$ cat config.mk
export PLATFORM = sky130hd
export DESIGN_NAME = tts_state_gen
export DESIGN_NICKNAME = d
export VERILOG_FILES = /design/src/rtl/tts_state_gen.sv
export SDC_FILE = /design/constraint.sdc
export NUM_CORES = 1
export LEC_CHECK = 0
export CORE_AREA = 2 2 39 41
export DETAILED_ROUTE_END_ITERATION = 10
export DIE_AREA = 0 0 41 43
export MAX_ROUTING_LAYER = met4
export PLACE_DENSITY = 0.81
export SYNTH_ARGS = -nofsm -noshare
export SYNTH_HDL_FRONTEND = slang
export SYNTH_SLANG_ARGS = --single-unit
$ cat constraint.sdc
create_clock -name clk -period 1.7 [get_ports clk]
set_clock_uncertainty 0.1 [all_clocks]
set_input_delay 0.34 -clock clk [delete_from_list [all_inputs] [get_ports clk]]
set_output_delay 0.34 -clock clk [all_outputs]
set_load 0.01 [all_outputs]
$ cat src/rtl/tts_state_gen.sv
`default_nettype none
// ============================================================================
// Module   : tts_state_gen
// Purpose  : Generates the 4-bit TTS (trigger throttling) code from the TTC
//            link status, sticky error/out-of-sync flags and buffer occupancy,
//            using hysteresis for the READY/WARN/BUSY throttle states.
// Ports    : clk            - single clock, rising edge
//            rst_n          - synchronous active-low reset
//            ttc_ready      - TTC link ready level
//            fifo_occupancy - buffer fill in words (12-bit unsigned)
//            sync_lost      - pulse, sets sticky out-of-sync flag
//            error          - pulse, sets sticky error flag
//            error_clear    - pulse, clears both sticky flags
//            tts_state      - registered TTS code
//            state_change   - registered one-cycle pulse on tts_state change
// Options  : TTS_STATE_HOLD_EN - when defined, each throttle state must be
//            output for HOLD_CYCLES cycles before moving to another throttle
//            state.
// Revision : 1.0 - initial release
// ============================================================================
module tts_state_gen #(
    parameter logic [11:0] WARN_HI     = 12'd2048,
    parameter logic [11:0] WARN_LO     = 12'd1536,
    parameter logic [11:0] BUSY_HI     = 12'd3584,
    parameter logic [11:0] BUSY_LO     = 12'd3072,
    parameter logic [15:0] HOLD_CYCLES = 16'd1000
) (
    input  logic        clk,
    input  logic        rst_n,
    input  logic        ttc_ready,
    input  logic [11:0] fifo_occupancy,
    input  logic        sync_lost,
    input  logic        error,
    input  logic        error_clear,
    output logic [3:0]  tts_state,
    output logic        state_change
);

    typedef enum logic [3:0] {
        ST_DISC  = 4'b0000,
        ST_READY = 4'b1000,
        ST_WARN  = 4'b0001,
        ST_BUSY  = 4'b0100,
        ST_OOS   = 4'b0010,
        ST_ERROR = 4'b1100
    } tts_state_t;

    tts_state_t r_state;
    tts_state_t w_next;
    tts_state_t w_thr;
    logic       r_err_flag;
    logic       r_oos_flag;
    logic       r_change;
    logic       w_err_next;
    logic       w_oos_next;
    logic       w_ge_warn_hi;
    logic       w_ge_busy_hi;
    logic       w_lt_warn_lo;
    logic       w_lt_busy_lo;

    // Next flag values feed the state decision directly so that a flag and
    // its ERROR/OOS code appear on the same edge; a set pulse beats a clear.
    assign w_err_next = error     | (r_err_flag & ~error_clear);
    assign w_oos_next = sync_lost | (r_oos_flag & ~error_clear);

    assign w_ge_warn_hi = (fifo_occupancy >= WARN_HI);
    assign w_ge_busy_hi = (fifo_occupancy >= BUSY_HI);
    assign w_lt_warn_lo = (fifo_occupancy <  WARN_LO);
    assign w_lt_busy_lo = (fifo_occupancy <  BUSY_LO);

`ifdef TTS_STATE_HOLD_EN
    // Number of cycles the current code has been output, counting the
    // present cycle; saturates so a long dwell never wraps back into hold.
    logic [15:0] r_hold_cnt;
    logic        w_is_thr;

    assign w_is_thr = (r_state == ST_READY) || (r_state == ST_WARN) ||
                      (r_state == ST_BUSY);

    always_ff @(posedge clk) begin
        if (!rst_n) begin
            r_hold_cnt <= 16'd0;
        end else if (w_next != r_state) begin
            r_hold_cnt <= 16'd1;
        end else if (r_hold_cnt != 16'hFFFF) begin
            r_hold_cnt <= r_hold_cnt + 16'd1;
        end
    end
`endif

    always_comb begin
        w_thr  = ST_READY;
        w_next = ST_DISC;

        // Throttle hysteresis; from a non-throttle state occupancy alone
        // decides, which is the same rule as leaving READY.
        case (r_state)
            ST_WARN: begin
                if (w_ge_busy_hi)      w_thr = ST_BUSY;
                else if (w_lt_warn_lo) w_thr = ST_READY;
                else                   w_thr = ST_WARN;
            end
            ST_BUSY: begin
                if (w_lt_warn_lo)      w_thr = ST_READY;
                else if (w_lt_busy_lo) w_thr = ST_WARN;
                else                   w_thr = ST_BUSY;
            end
            default: begin
                if (w_ge_busy_hi)      w_thr = ST_BUSY;
                else if (w_ge_warn_hi) w_thr = ST_WARN;
                else                   w_thr = ST_READY;
            end
        endcase

`ifdef TTS_STATE_HOLD_EN
        // Only throttle-to-throttle moves are held back.
        if (w_is_thr && (w_thr != r_state) && (r_hold_cnt < HOLD_CYCLES)) begin
            w_thr = r_state;
        end
`endif

        if (!ttc_ready)      w_next = ST_DISC;
        else if (w_err_next) w_next = ST_ERROR;
        else if (w_oos_next) w_next = ST_OOS;
        else                 w_next = w_thr;
    end

    always_ff @(posedge clk) begin
        if (!rst_n) begin
            r_state    <= ST_DISC;
            r_change   <= 1'b0;
            r_err_flag <= 1'b0;
            r_oos_flag <= 1'b0;
        end else begin
            r_state    <= w_next;
            r_change   <= (w_next != r_state);
            r_err_flag <= w_err_next;
            r_oos_flag <= w_oos_next;
        end
    end

    assign tts_state    = r_state;
    assign state_change = r_change;

endmodule
`default_nettype wire

Word-level counts from Yosys, hierarchy flattened
Cells that the tools add are included.

Magnitude comparators: 4. Bitwise gates (word level): 5. Equality and inequality tests: 3. Mux-type cells: 10.

Operators with widths (number): 4-bit two-way mux (8); 12-bit greater-or-equal comparator (second input constant) (2); 12-bit by 11-bit < comparator with 1-bit output (second input constant) (1); 12-bit < comparator (second input constant) (1); 4-bit case mux with 2 select lines (1); 4-bit by 1-bit equality test with 1-bit output (second input constant) (1); 4-bit by 3-bit equality test with 1-bit output (second input constant) (1); 4-bit != test (1); 3-bit two-way mux (1); 1-bit AND (2); 1-bit bitwise OR (2); 1-bit NOT (1).

Word-level logic and storage cells: 26. Flip-flop bits (word level): 7. Output and inout bits: 5.

Depth between registers and ports, before layout
Depth in word-level cells: 8. Depth in mapped cells: 5. Depth with buffers taken out: 5.

Worst setup path before layout
No wires, ideal clock.

Path kind: register -> register. Start point: register r_state[2] (netlist: tts_state[2]). End point: register r_change (netlist: state_change). Arrival time: 1.657 ns. Clock period less this slack: 1.891 ns. Setup slack: -0.191 ns. Required time: 1.467 ns. Stages on the path, launching flop included: 6. Path through: dfxtp_1 -> or4b_4 -> a2111oi_4 -> o21ai_2 -> xor2_1 -> a41oi_2.

Longest elaborated chain between the ends: 6. Elaborated cells between the ends (all ways): 7. Classes of those cells: eq/ne (3); mux (4).

RTL lines: start: declaration (RTL line 48) `tts_state_t r_state;`; start signal: assignment (RTL line 135) `r_state <= w_next;`; 4-bit by 3-bit equality test with 1-bit output / 4-bit by 1-bit equality test with 1-bit output (equally long branches) (RTL line 97) `case (r_state)`; 4-bit case mux with 2 select lines (RTL line 97); 4-bit two-way mux (RTL line 124) `else if (w_oos_next) w_next = ST_OOS;`; 4-bit two-way mux (RTL line 123) `else if (w_err_next) w_next = ST_ERROR;`; 4-bit two-way mux (RTL line 122) `if (!ttc_ready) w_next = ST_DISC;`; 4-bit != test * (RTL line 136) `r_change <= (w_next != r_state);`; end signal: assignment (RTL line 136); end: declaration (RTL line 53) `logic r_change;`.

Mark *: on every way between the ends. The rest lies on a longest branch, timed or not. A chain may end at the register's enable or synchronous reset.

Worst setup path in the final report
Start point: register r_state[3] (netlist: tts_state[3]). End point: register r_change (netlist: state_change).

Same word-level chain as after synthesis.

==> qor.csv <==
metric,value,unit
CP Capture Type,flip-flop,
simple-gate share of the synthesized area,32.4,%
Adder-Cell Fraction of Synth Area,0,%
CTS root buf,clkbuf_4,
Syn Nets,63,
GRT Util Overall,15.2,%
Final Power,0.450,mW
GPL Wtd Cong,0.796,
Detailed Routing Iterations Pass 1,2,
Crit Path Max Fanout,2,
Tcrit/Tclk final,107,%
met1 Resource Use GR,16.5,%
area of the multi-input gates,293,um^2
share of the synthesized area in the top cell type,33.9,%
count of final setup violators,1,
Power per Cell Area,627,nW/um^2
DRC,0,
TritonCTS Buffers,3,
Synth Area in XOR/XNOR,10.6,%
Synth warnings,0,
TritonCTS Sinks,7,
setup ws final,-114,ps
Min-Delay Path Class,reg -> reg,
post-route ant nets,0,
most frequent cells in the layout,"buf_4 (13), clkdlybuf4s50_1 (9), nor2_1 (7)",
Die X,41,um
CTS Hold Buffers Added,0,
final hold vios,0,
critical path type,reg -> reg,
grt ovf,0,
Gate Count Post-Synth,45,
Post-Route WL,1.05,mm
status,finished with violations,
met3 GRT Util,5.24,%
first-pass GRT wire length,1.73,mm
final core utilization,51.9,%
Post-CTS Setup Inserts,0,
gr busiest metal,met2,
CTS tree,built,
initial antenna violation count,0,
via/cell ratio,4.73,
Avg WL per Cell,11.5,um
Worst-Margin Slew,334,ps
# rows,14,
die area,1760,um^2
Clock transition at path regs,50,ps
Initial Utilization,29.8,%
"commonest non-fill, non-tap cell in the layout",buf_4,
CTS Buffer Depth,2,
GR Util met2,24.1,%
crit start category,flip-flop,
pin count of the biggest net entering global routing,7,
core area,1380,um^2
hold slack,557,ps
Synth area leaders,"dfxtp_1 (34%), a2111oi_4 (6.7%), nor2_1 (6.4%), xor2_1 (6.4%), nor4bb_1 (4.8%)",
share of layout cells above drive strength 1,36.0,%
FMAX,0.551,GHz
Detailed Place HPWL,830,um
worst vdd ir,307,uV
Worst-Skew Late Latency,250,ps
I/O Buffers,13,
Die Y,43,um
"Distinct cells, synth",21,
#FFs+latches synth,7,
DRT iter0 DRCs,4,
Synth-to-Final Area Change,73.9,%
Seq. cell area,145,um^2
crit path DAT,1840,ps
register area share after synthesis,33.9,%
via count,430,
Slew headroom,77.4,%
failing checks,setup timing,
Leak,0.307,nW
mux cell area share after synthesis,0,%
IO Count,23,
main combinational cell family by area after synthesis,simple AND/OR/NAND/NOR gates,
Tmin final,1810,ps
synthesized area,413,um^2
ant diodes,0,
RSZ-0062 raised after global routing,yes,
# fillers,142,
Nets,94,
Syn Area/Cell,9.18,um^2
Critical Path RT,1720,ps
Synth Area in Compound Gates,21.2,%
max-slew violations,0,
Max-Cap Viols,0,
vias in the first global route,441,
"area leader, netlist",dfxtp_1,
H-tree Lvls,1,
-- area by class of cell --
class / instances / share of cell area, %
Multi-Input combinational cell: 36 / 40.8
Timing Repair Buffer: 26 / 31.5
Sequential cell: 7 / 20.2
Clock buffer: 4 / 3.66
Tap cell: 16 / 2.79
Inverter: 2 / 1.05
-- report_power, final --
| group | internal (mW) | switching [mW] |
|---|---|---|
| Combinational | 0.0707 | 0.0510 |
| Sequential | 0.175 | 0.00540 |
| Clock | 0.0894 | 0.0589 |
-- cells in the mapped netlist --
library cell	n
nor4bb_1	2
o21ai_0	2
xnor2_1	2
nand2b_1	3
a2111oi_4	1
nand3b_1	1
or4b_4	1
nor4_1	1
o21ai_2	1
a41oi_2	1
xor2_1	3
dfxtp_1	7
a22oi_1	1
inv_1	2
nand2_1	3
a2111oi_0	2
nor3b_1	1
and2_1	1
nor2b_1	1
nor2_1	7
nor3_1	2
-- metrics by stage --
stage | setup TNS [ps] | setup WS, ps | cell area [um^2] | instances
detailed placement | -946 | -510 | 666 | 87
floorplan | -80.4 | -80.4 | 418 | 45
finish | -114 | -114 | 718 | 91
global placement | -699 | -440 | 666 | 87
CTS | -128 | -128 | 716 | 91
global route | -195 | -195 | 718 | 91
-- per-layer routing --
metal	part of all wire [%]	routed length, um	vias up
met4	1.9	20	0
met3	5.6	58	3
met1	43	445	192
li1	-	-	223
met2	50	520	12
met5	0	0	-
-- sequential cells by signal (all words and copies together) (netlist names) --
register      flops
r_err_flag        1
tts_state         4
state_change      1
r_oos_flag        1
-- path summary, 6_finish.rpt --
path / startpoint / to / slack [ps] / depth (start not counted)
setup / recovery: tts_state[3] / state_change / -110 / 5
hold / removal: r_oos_flag / tts_state[0] / 560 / 3
setup reg to reg: tts_state[3] / state_change / -110 / 5
hold reg to reg: r_oos_flag / tts_state[0] / 560 / 3
-- worst max-delay path, cell delays in order, from the launching register on --
cell       delay [ps]
dfxtp_2           320
or4b_4            540
a2111oi_4         360
o21ai_2            80
xor2_1            160
a41oi_2           130
-- cell families (layout without fill, tap and decap cells) --
family | count (synthesis) | after routing
DFF | 7 | 7
buffers and inverters | 2 | 32
AOI/OAI and AO/OA | 8 | 8
and+or+nand+nor | 23 | 23
xor gates and xnor gates | 5 | 5
-- repair_timing --
item | in CTS | in global routing
endpoints found under the setup margin | 2 | 2
cloned | 0 | 0
hold endpoints to repair | 0 | 0
gates resized for setup | 9 | 2
pin swaps | 1 | 0
No activity file was read; power rests on OpenSTA's default activity.
